### src/rtl/sbox_share_output_stage.sv
// sbox_share_output_stage: per-share output basis change, affine constant and LFSR mask refresh,
// buffered through a 2-entry FIFO with registered outputs and a sticky overflow flag.
module sbox_share_output_stage #(
  parameter logic [63:0] OUT_MAP   = 64'h8040201008040201,
  parameter logic [7:0]  AFFINE_C  = 8'h63,
  parameter logic [7:0]  LFSR_SEED = 8'hA5
) (
  input  logic       clk,
  input  logic       rst,
  input  logic       in_valid,
  input  logic [7:0] in_share0,
  input  logic [7:0] in_share1,
  output logic       in_ready,
  output logic       out_valid,
  input  logic       out_ready,
  output logic [7:0] out_share0,
  output logic [7:0] out_share1,
  output logic       overflow,
  output logic [1:0] count
);
  logic [7:0]  r_lfsr;
  logic [15:0] r_head, r_tail;
  logic [1:0]  r_count;
  logic        r_ovf;
  logic [7:0]  w_m0, w_m1;
  logic [15:0] w_s;
  logic        w_fb, w_pop, w_push;

  function automatic logic [7:0] map_basis(input logic [7:0] x);
    logic [7:0] y;
    for (int i = 0; i < 8; i++) y[i] = ^(OUT_MAP[8*i +: 8] & x);
    return y;
  endfunction

  // Each share goes through its own copy of the matrix so no gate mixes the two shares.
  always_comb begin
    w_m0 = map_basis(in_share0);
    w_m1 = map_basis(in_share1);
  end

  assign w_s    = {w_m0 ^ AFFINE_C ^ r_lfsr, w_m1 ^ r_lfsr};
  assign w_fb   = r_lfsr[7] ^ r_lfsr[5] ^ r_lfsr[4] ^ r_lfsr[3];
  assign w_pop  = out_valid & out_ready;
  assign w_push = in_valid & ((r_count != 2'd2) | w_pop);

  always_ff @(posedge clk) begin
    if (rst) begin
      r_lfsr  <= LFSR_SEED;
      r_head  <= '0;
      r_tail  <= '0;
      r_count <= '0;
      r_ovf   <= 1'b0;
    end else begin
      if (w_push) r_lfsr <= {r_lfsr[6:0], w_fb};
      if (in_valid & ~w_push) r_ovf <= 1'b1;
      r_count <= r_count + 2'(w_push) - 2'(w_pop);
      if (w_push & ((r_count == 2'd0) | ((r_count == 2'd1) & w_pop))) r_head <= w_s;
      else if (w_pop & (r_count == 2'd2)) r_head <= r_tail;
      if (w_push & ((r_count == 2'd2) | ((r_count == 2'd1) & ~w_pop))) r_tail <= w_s;
    end
  end

  assign in_ready   = (r_count != 2'd2) | out_ready;
  assign out_valid  = r_count != 2'd0;
  assign out_share0 = r_head[15:8];
  assign out_share1 = r_head[7:0];
  assign overflow   = r_ovf;
  assign count      = r_count;
endmodule

### config.mk
export PLATFORM = sky130hd
export DESIGN_NAME = sbox_share_output_stage
export DESIGN_NICKNAME = d
export VERILOG_FILES = /design/src/rtl/sbox_share_output_stage.sv
export SDC_FILE = /design/constraint.sdc
export NUM_CORES = 1
export LEC_CHECK = 0
export CAP_MARGIN = 0
export CORE_MARGIN = 10
export CORE_UTILIZATION = 55
export DETAILED_ROUTE_END_ITERATION = 7
export PLACE_DENSITY_LB_ADDON = 0.08
export SLEW_MARGIN = 10
export SYNTH_ARGS = -nofsm -noshare
export SYNTH_HDL_FRONTEND = slang
export SYNTH_SLANG_ARGS = --single-unit
### constraint.sdc
create_clock -name clk -period 2.83 [get_ports clk]
set_input_delay 0.283 -clock clk [delete_from_list [all_inputs] [get_ports clk]]
set_output_delay 0.283 -clock clk [all_outputs]
set_load 0.01 [all_outputs]
==> metrics.txt, run 1 <==
Yosys reg bits 43; vias in the first global route 1599; average size of a mapped cell 8.49 um2; clock share of power 22.5%; PD cells 786 mW/mm2; Sink Count 43; FFs w/ async S/R, synth 0%; number of buffers added for setup after CTS 0; Synth area leaders dfxtp_1 (42%), nand2_1 (12%), mux2i_1 (7.9%), o31ai_1 (5.9%), xor2_1 (5.6%); CP endpoint kind register; startpoint types input port; Critical R2R Launch count[1]$_SDFF_PP0_; routed len/inst 14.5 um; P_sw 648 uW; Final ANT Viol Nets 0; cts-stage hold buffer count 0; CTS clk-pin slew, worst paths 0.08 ns; RSZ-0062 raised after global routing false; hold wc startpoint r_tail[0]$_SDFFE_PP0P_; initial antenna violation count 0; MaxCap Viol Count 0; synthesized net count 261; fin. max-slew vios 0; outcome finished clean; most common cell in the synthesized netlist nand2_1; Ports 41; clock insertion delay at the later pin of the skew report 0.28 ns; sequential-to-total area share from yosys stat 42.4%; P_leak 0.000943 uW; area leader, netlist dfxtp_1; fraction of layout cells with a size suffix above 1 6.91%; post-route clock period utilization 69.1%; Post-synth EDFFs 0; cell count after synthesis 239; Final nets 297; sequential share of power 41.2%; Final Util 70.7%; fin crit period 1.96 ns; Fmax achieved 511 MHz; Placeable Area 0.00361 mm2; Port Buffers 40; DR vias 1716; pre-CTS setup slack 0.581 ns; clock tree buffer depth 2; Global Route Usage Sum 14.7%; RePlAce Congestion 0.824; sw frac 32.3%; largest net degree at the start of global routing 52; CP arrival 2.15 ns; Yosys top cell area share 42.4%; synth-to-layout area growth 25.8%; synth cell count leaders nand2_1 (65), dfxtp_1 (43), a31oi_1 (16), mux2i_1 (16), o31ai_1 (16); Max FO, Critical Path 9; critical path required time 3.03 ns; detailed placer's ending HPWL 3220 um; Int Power 1360 uW; die span in x 80.7 um; Setup Skew 0.00567 ns; Die Ht 80.7 um; Worst-Margin Slew 0.603 ns; Setup Total Neg Slack 0 ns; Fill cells 305; Die Area 0.00652 mm2; CTS Buf Count 5; Worst VDD drop 0.456 mV; Synth Flop Type dfxtp_1; H-tree levels 2; Synth cell types 31; final-report hold violation count 0; normalized max-slew margin 59.8%; DRC 0; crit path launch out_ready; Gate power share 36.3%; Vias/cell 5.31; grt total ovfl 0; first-pass detailed-route iteration total 5; YS warnings 0; total wire length 4670 um; CTS tree built; CTS resizes 0; initial DRC count 111; Final WS setup 0.873 ns; Hold Path Class register to register; # diodes 0; row count 22; Setup Viol. Count Final 0; Synth Cell Area 0.00203 mm2; Initial Utilization 56.2%; critical path class input port to register; CTS root buffer clkbuf_8; first-pass GRT wire length 7780 um
## worst max-delay path, cell delays in order
cell,delay [ns]
clkdlybuf4s50_1,0.58
nor3b_2,0.08
inv_2,0.14
nand2_1,0.09
ha_1,0.30
inv_1,0.04
ha_1,0.18
xor2_1,0.15
and2_1,0.15
nor3_1,0.15
## metrics by stage
stage | total power (uW) | std cells | instance area, um2 | hold WS (ns)
finish | 2000 | 323 | 2550 | 0.461
global route | 2140 | 323 | 2550 | 0.480
CTS | 2030 | 323 | 2550 | 0.461
detailed placement | 1580 | 316 | 2450 | 0.448
global placement | 1570 | 316 | 2450 | 0.443
floorplan | 1270 | 239 | 2030 | 0.435
## registers in the layout, indices dropped and copies added, names as in the netlist
signal / flops
r_lfsr: 8
r_head: 16
overflow: 1
count: 2
r_tail: 16
## layer usage
layer	track usage (%)	routed length [um]
met5	0	0
met4	2.60	12
met3	4.91	309
met2	23.4	2190
met1	19.2	2150
## kinds of logic after synthesis
logic type,count (synthesis),share of synthesized area [%]
AO/OA/AOI/OAI,46,15.0
XOR/XNOR,20,8.64
adder cells (fa/ha/maj),2,1.23
buffers and inverters,21,4.93
flip-flops,43,42.4
multiplexers,16,7.90
AND/OR/NAND/NOR,91,19.9
## area by class of cell
cell class | count | area [um2] | share of cell area [%]
tap | 48 | 60.1 | 2.35
inverter | 4 | 15.0 | 0.589
clock inverter | 1 | 30.0 | 1.18
timing repair buffer | 46 | 445 | 17.5
sequential | 43 | 861 | 33.7
clock buffer | 6 | 72.6 | 2.84
multi-input combinational | 175 | 1070 | 41.8
## worst paths after layout
| check | end | cells after the start | slack (ns) |
|---|---|---|---|
| worst max-delay path | count[1]$_SDFF_PP0_ | 10 | 0.87 |
| worst min-delay path | r_tail[0]$_SDFFE_PP0P_ | 2 | 0.46 |
| worst max register to register | count[1]$_SDFF_PP0_ | 9 | 0.95 |
| worst min register to register | r_tail[0]$_SDFFE_PP0P_ | 2 | 0.46 |
## placed cells by master (no fill, tap or decap), drive strengths merged, types with 3 or more instances in the layout
cell type and n:
nand2 65, dfxtp 43, clkdlybuf4s50 40, o31ai 16, a31oi 16, mux2i 16, xor2 13, nand3 10
xnor2 7, o21ai 7, buf 6, a21oi 6, clkbuf 6, nor2 3, inv 3
## power groups by stage
stage                     clock network [uW]  registers [uW]  logic, uW
after floorplan                            0             858        412
after global placement                     0             839        729
after detailed placement                   0             841        734
after CTS                                460             827        739
after global routing                     491             846        803
final                                    450             826        728
(Power assumes the default switching activity.)
==> run 2, diff against run 1 <==
--- a/config.mk
+++ b/config.mk
@@ -7,7 +7,7 @@
 export LEC_CHECK = 0
 export CAP_MARGIN = 0
 export CORE_MARGIN = 10
-export CORE_UTILIZATION = 55
+export CORE_UTILIZATION = 51
 export DETAILED_ROUTE_END_ITERATION = 7
 export PLACE_DENSITY_LB_ADDON = 0.08
 export SLEW_MARGIN = 10
==> constraint.sdc (replaced) <==
create_clock -name clk -period 1.9 [get_ports clk]
set_input_delay 0.19 -clock clk [delete_from_list [all_inputs] [get_ports clk]]
set_output_delay 0.19 -clock clk [all_outputs]
set_load 0.01 [all_outputs]
==> run 2 against run 1 <==
  * Design area up 3.3%
  * Sequential power up 49%
  * Clock power grew 27%
  * Register-to-register slack got worse by 0.81 ns
  * Hold slack barely moved
  * Count of clock-buffer cells in the layout did not move
  * Routed wire length is 4.9% higher
  * Non-clock buffer count grew 8
==> metrics.txt, run 2 (synthesis results as in run 1) <==
fin crit period 1.76 ns; CTS clk-pin slew, worst paths 0.08 ns (about the same); critical path class register to register; Worst path max stage delay 0.38 ns (-0.20 ns); final-report hold violation count 0 (unchanged); clock share of power 19.2% (-3.3 points); P_leak 0.000982 uW (+4.1%); hold slack 0.461 ns (+0.000358 ns); post-route clock period utilization 92.9%; normalized max-slew margin 77.5% (+18 points); CTS Buf Count 5 (unchanged); CP arrival 1.99 ns (-0.16 ns); Post-Place Cell Area 0.00254 mm2 (+3.8%); outcome finished clean; synth-to-layout area growth 30.0%; die span in x 83.1 um (+2.9%); Final ANT Viol Nets 0 (unchanged); initial antenna violation count 0 (unchanged); clock insertion delay at the later pin of the skew report 0.29 ns (about the same); Fmax achieved 567 MHz; design area 0.00264 mm2 (+3.3%); Die Ht 83.1 um (+2.9%); PD cells 1130 mW/mm2 (+44%); clock tree buffer depth 2 (unchanged); largest net degree at the start of global routing 52 (unchanged); Int Power 1960 uW (+45%); Cell Chain, Critical Path or2_2, and2_1, ha_1, inv_1, ha_1, xor2_1, and2_1, nor3_2; Final WS setup 0.135 ns (-0.738 ns); Vias/cell 5.30 (-0.16%); Die Area 0.00690 mm2 (+5.9%); Setup Skew 0.00669 ns (+0.00102 ns); H-tree levels 2 (unchanged); first-pass detailed-route iteration total 4 (-1); Gate power share 39.7% (+3.4 points); RePlAce Congestion 0.772 (-6.3%); Setup Viol. Count Final 0 (unchanged); critical path required time 2.13 ns (-0.90 ns); CP endpoint kind register; MaxCap Viol Count 0 (unchanged); # diodes 0 (unchanged); routed len/inst 14.8 um (+2.1%); detailed placer's ending HPWL 3510 um (+9.0%); cts-stage hold buffer count 0 (unchanged); CTS tree built; first-pass GRT wire length 8540 um (+9.8%); Placeable Area 0.00374 mm2 (+3.8%); P_sw 1020 uW (+57%); Setup Total Neg Slack 0 ns (unchanged); Fill cells 338 (+11%); DRC 0 (unchanged); Ports 41 (unchanged); fraction of layout cells with a size suffix above 1 10.6% (+3.7 points); pre-CTS setup slack -0.0561 ns (-0.637 ns); Worst-Margin Slew 0.338 ns (-0.265 ns); Final nets 305 (+2.7%); most frequent cells in the layout nand2_1 (65), dfxtp_1 (42), clkdlybuf4s50_1 (39); fin. max-slew vios 0 (unchanged); row count 22 (unchanged); startpoint types register; total wire length 4900 um (+4.9%); Sink Count 43 (unchanged); Hold Path Class register to register; Port Buffers 40 (unchanged); most common cell after layout, fill and taps aside nand2_1; Worst VDD drop 0.746 mV (+64%); Max FO, Critical Path 9 (unchanged); grt total ovfl 0 (unchanged); Largest regs r_head: 16 flops, r_tail: 16 flops, r_lfsr: 8 flops; Global Route Usage Sum 14.4% (-0.37 points); initial DRC count 121 (+9.0%); RSZ-0062 raised after global routing false; sw frac 34.2% (+1.9 points); Initial Utilization 54.2% (-2.1 points); sequential share of power 41.2% (about the same); CP max-delay cell dfxtp_4; DR vias 1761 (+2.6%); vias in the first global route 1732 (+8.3%); CTS root buffer clkbuf_8
## run 2: final timing paths
kind | end | cells after the start | startpoint | slack (ns)
max | count[1]$_SDFF_PP0_ | 8 | count[1]$_SDFF_PP0_ | 0.14
min | r_tail[3]$_SDFFE_PP0P_ | 2 | r_tail[3]$_SDFFE_PP0P_ | 0.46
max reg2reg | count[1]$_SDFF_PP0_ | 8 | count[1]$_SDFF_PP0_ | 0.14
min reg2reg | r_tail[3]$_SDFFE_PP0P_ | 2 | r_tail[3]$_SDFFE_PP0P_ | 0.46
## run 2: timing repair
item,in CTS,in global routing
gates resized for setup,0,3
endpoints found under the setup margin,0,2
setup buffers,0,0
## run 2: worst max-delay path: cells and delay by family (launching register included)
kind | cells | cell delay, ns
and+or+nand+nor | 4 | 0.68
adders and majority gates | 2 | 0.44
DFF | 1 | 0.38
buffers and inverters | 1 | 0.04
xor gates and xnor gates | 1 | 0.15
## run 2: cell type report
cell class              instances  area [um2]  share of cell area (%)
repair buffers                 54         533                    20.2
inverters                       4        15.0                   0.570
well taps                      48        60.1                    2.28
flip-flops and latches         43         865                    32.8
clock inverters                 2        12.5                   0.475
multi-input cells             175        1080                    40.9
clock buffers                   6        72.6                    2.75
## run 2: stage by stage
step / instances / total power (uW) / utilization, %
detailed placement: 324 / 2440 / 67.9
global route: 332 / 3180 / 70.4
finish: 332 / 2980 / 70.4
global placement: 324 / 2420 / 67.9
floorplan: 239 / 1900 / -
CTS: 332 / 3010 / 70.2
## run 2: power groups by stage
stage	combinational, uW	clock, uW	sequential [uW]
after floorplan	619	0	1280
after global placement	1180	0	1240
after detailed placement	1200	0	1250
after CTS	1200	584	1220
after global routing	1310	617	1250
final	1180	571	1230
## run 2: layer usage
metal	track usage [%]	share of wire, %	up-vias
li1	-	-	908
met1	17.3	44	818
met4	4.31	0.84	0
met3	4.39	4.9	4
met5	0	0	-
met2	23.7	50	31
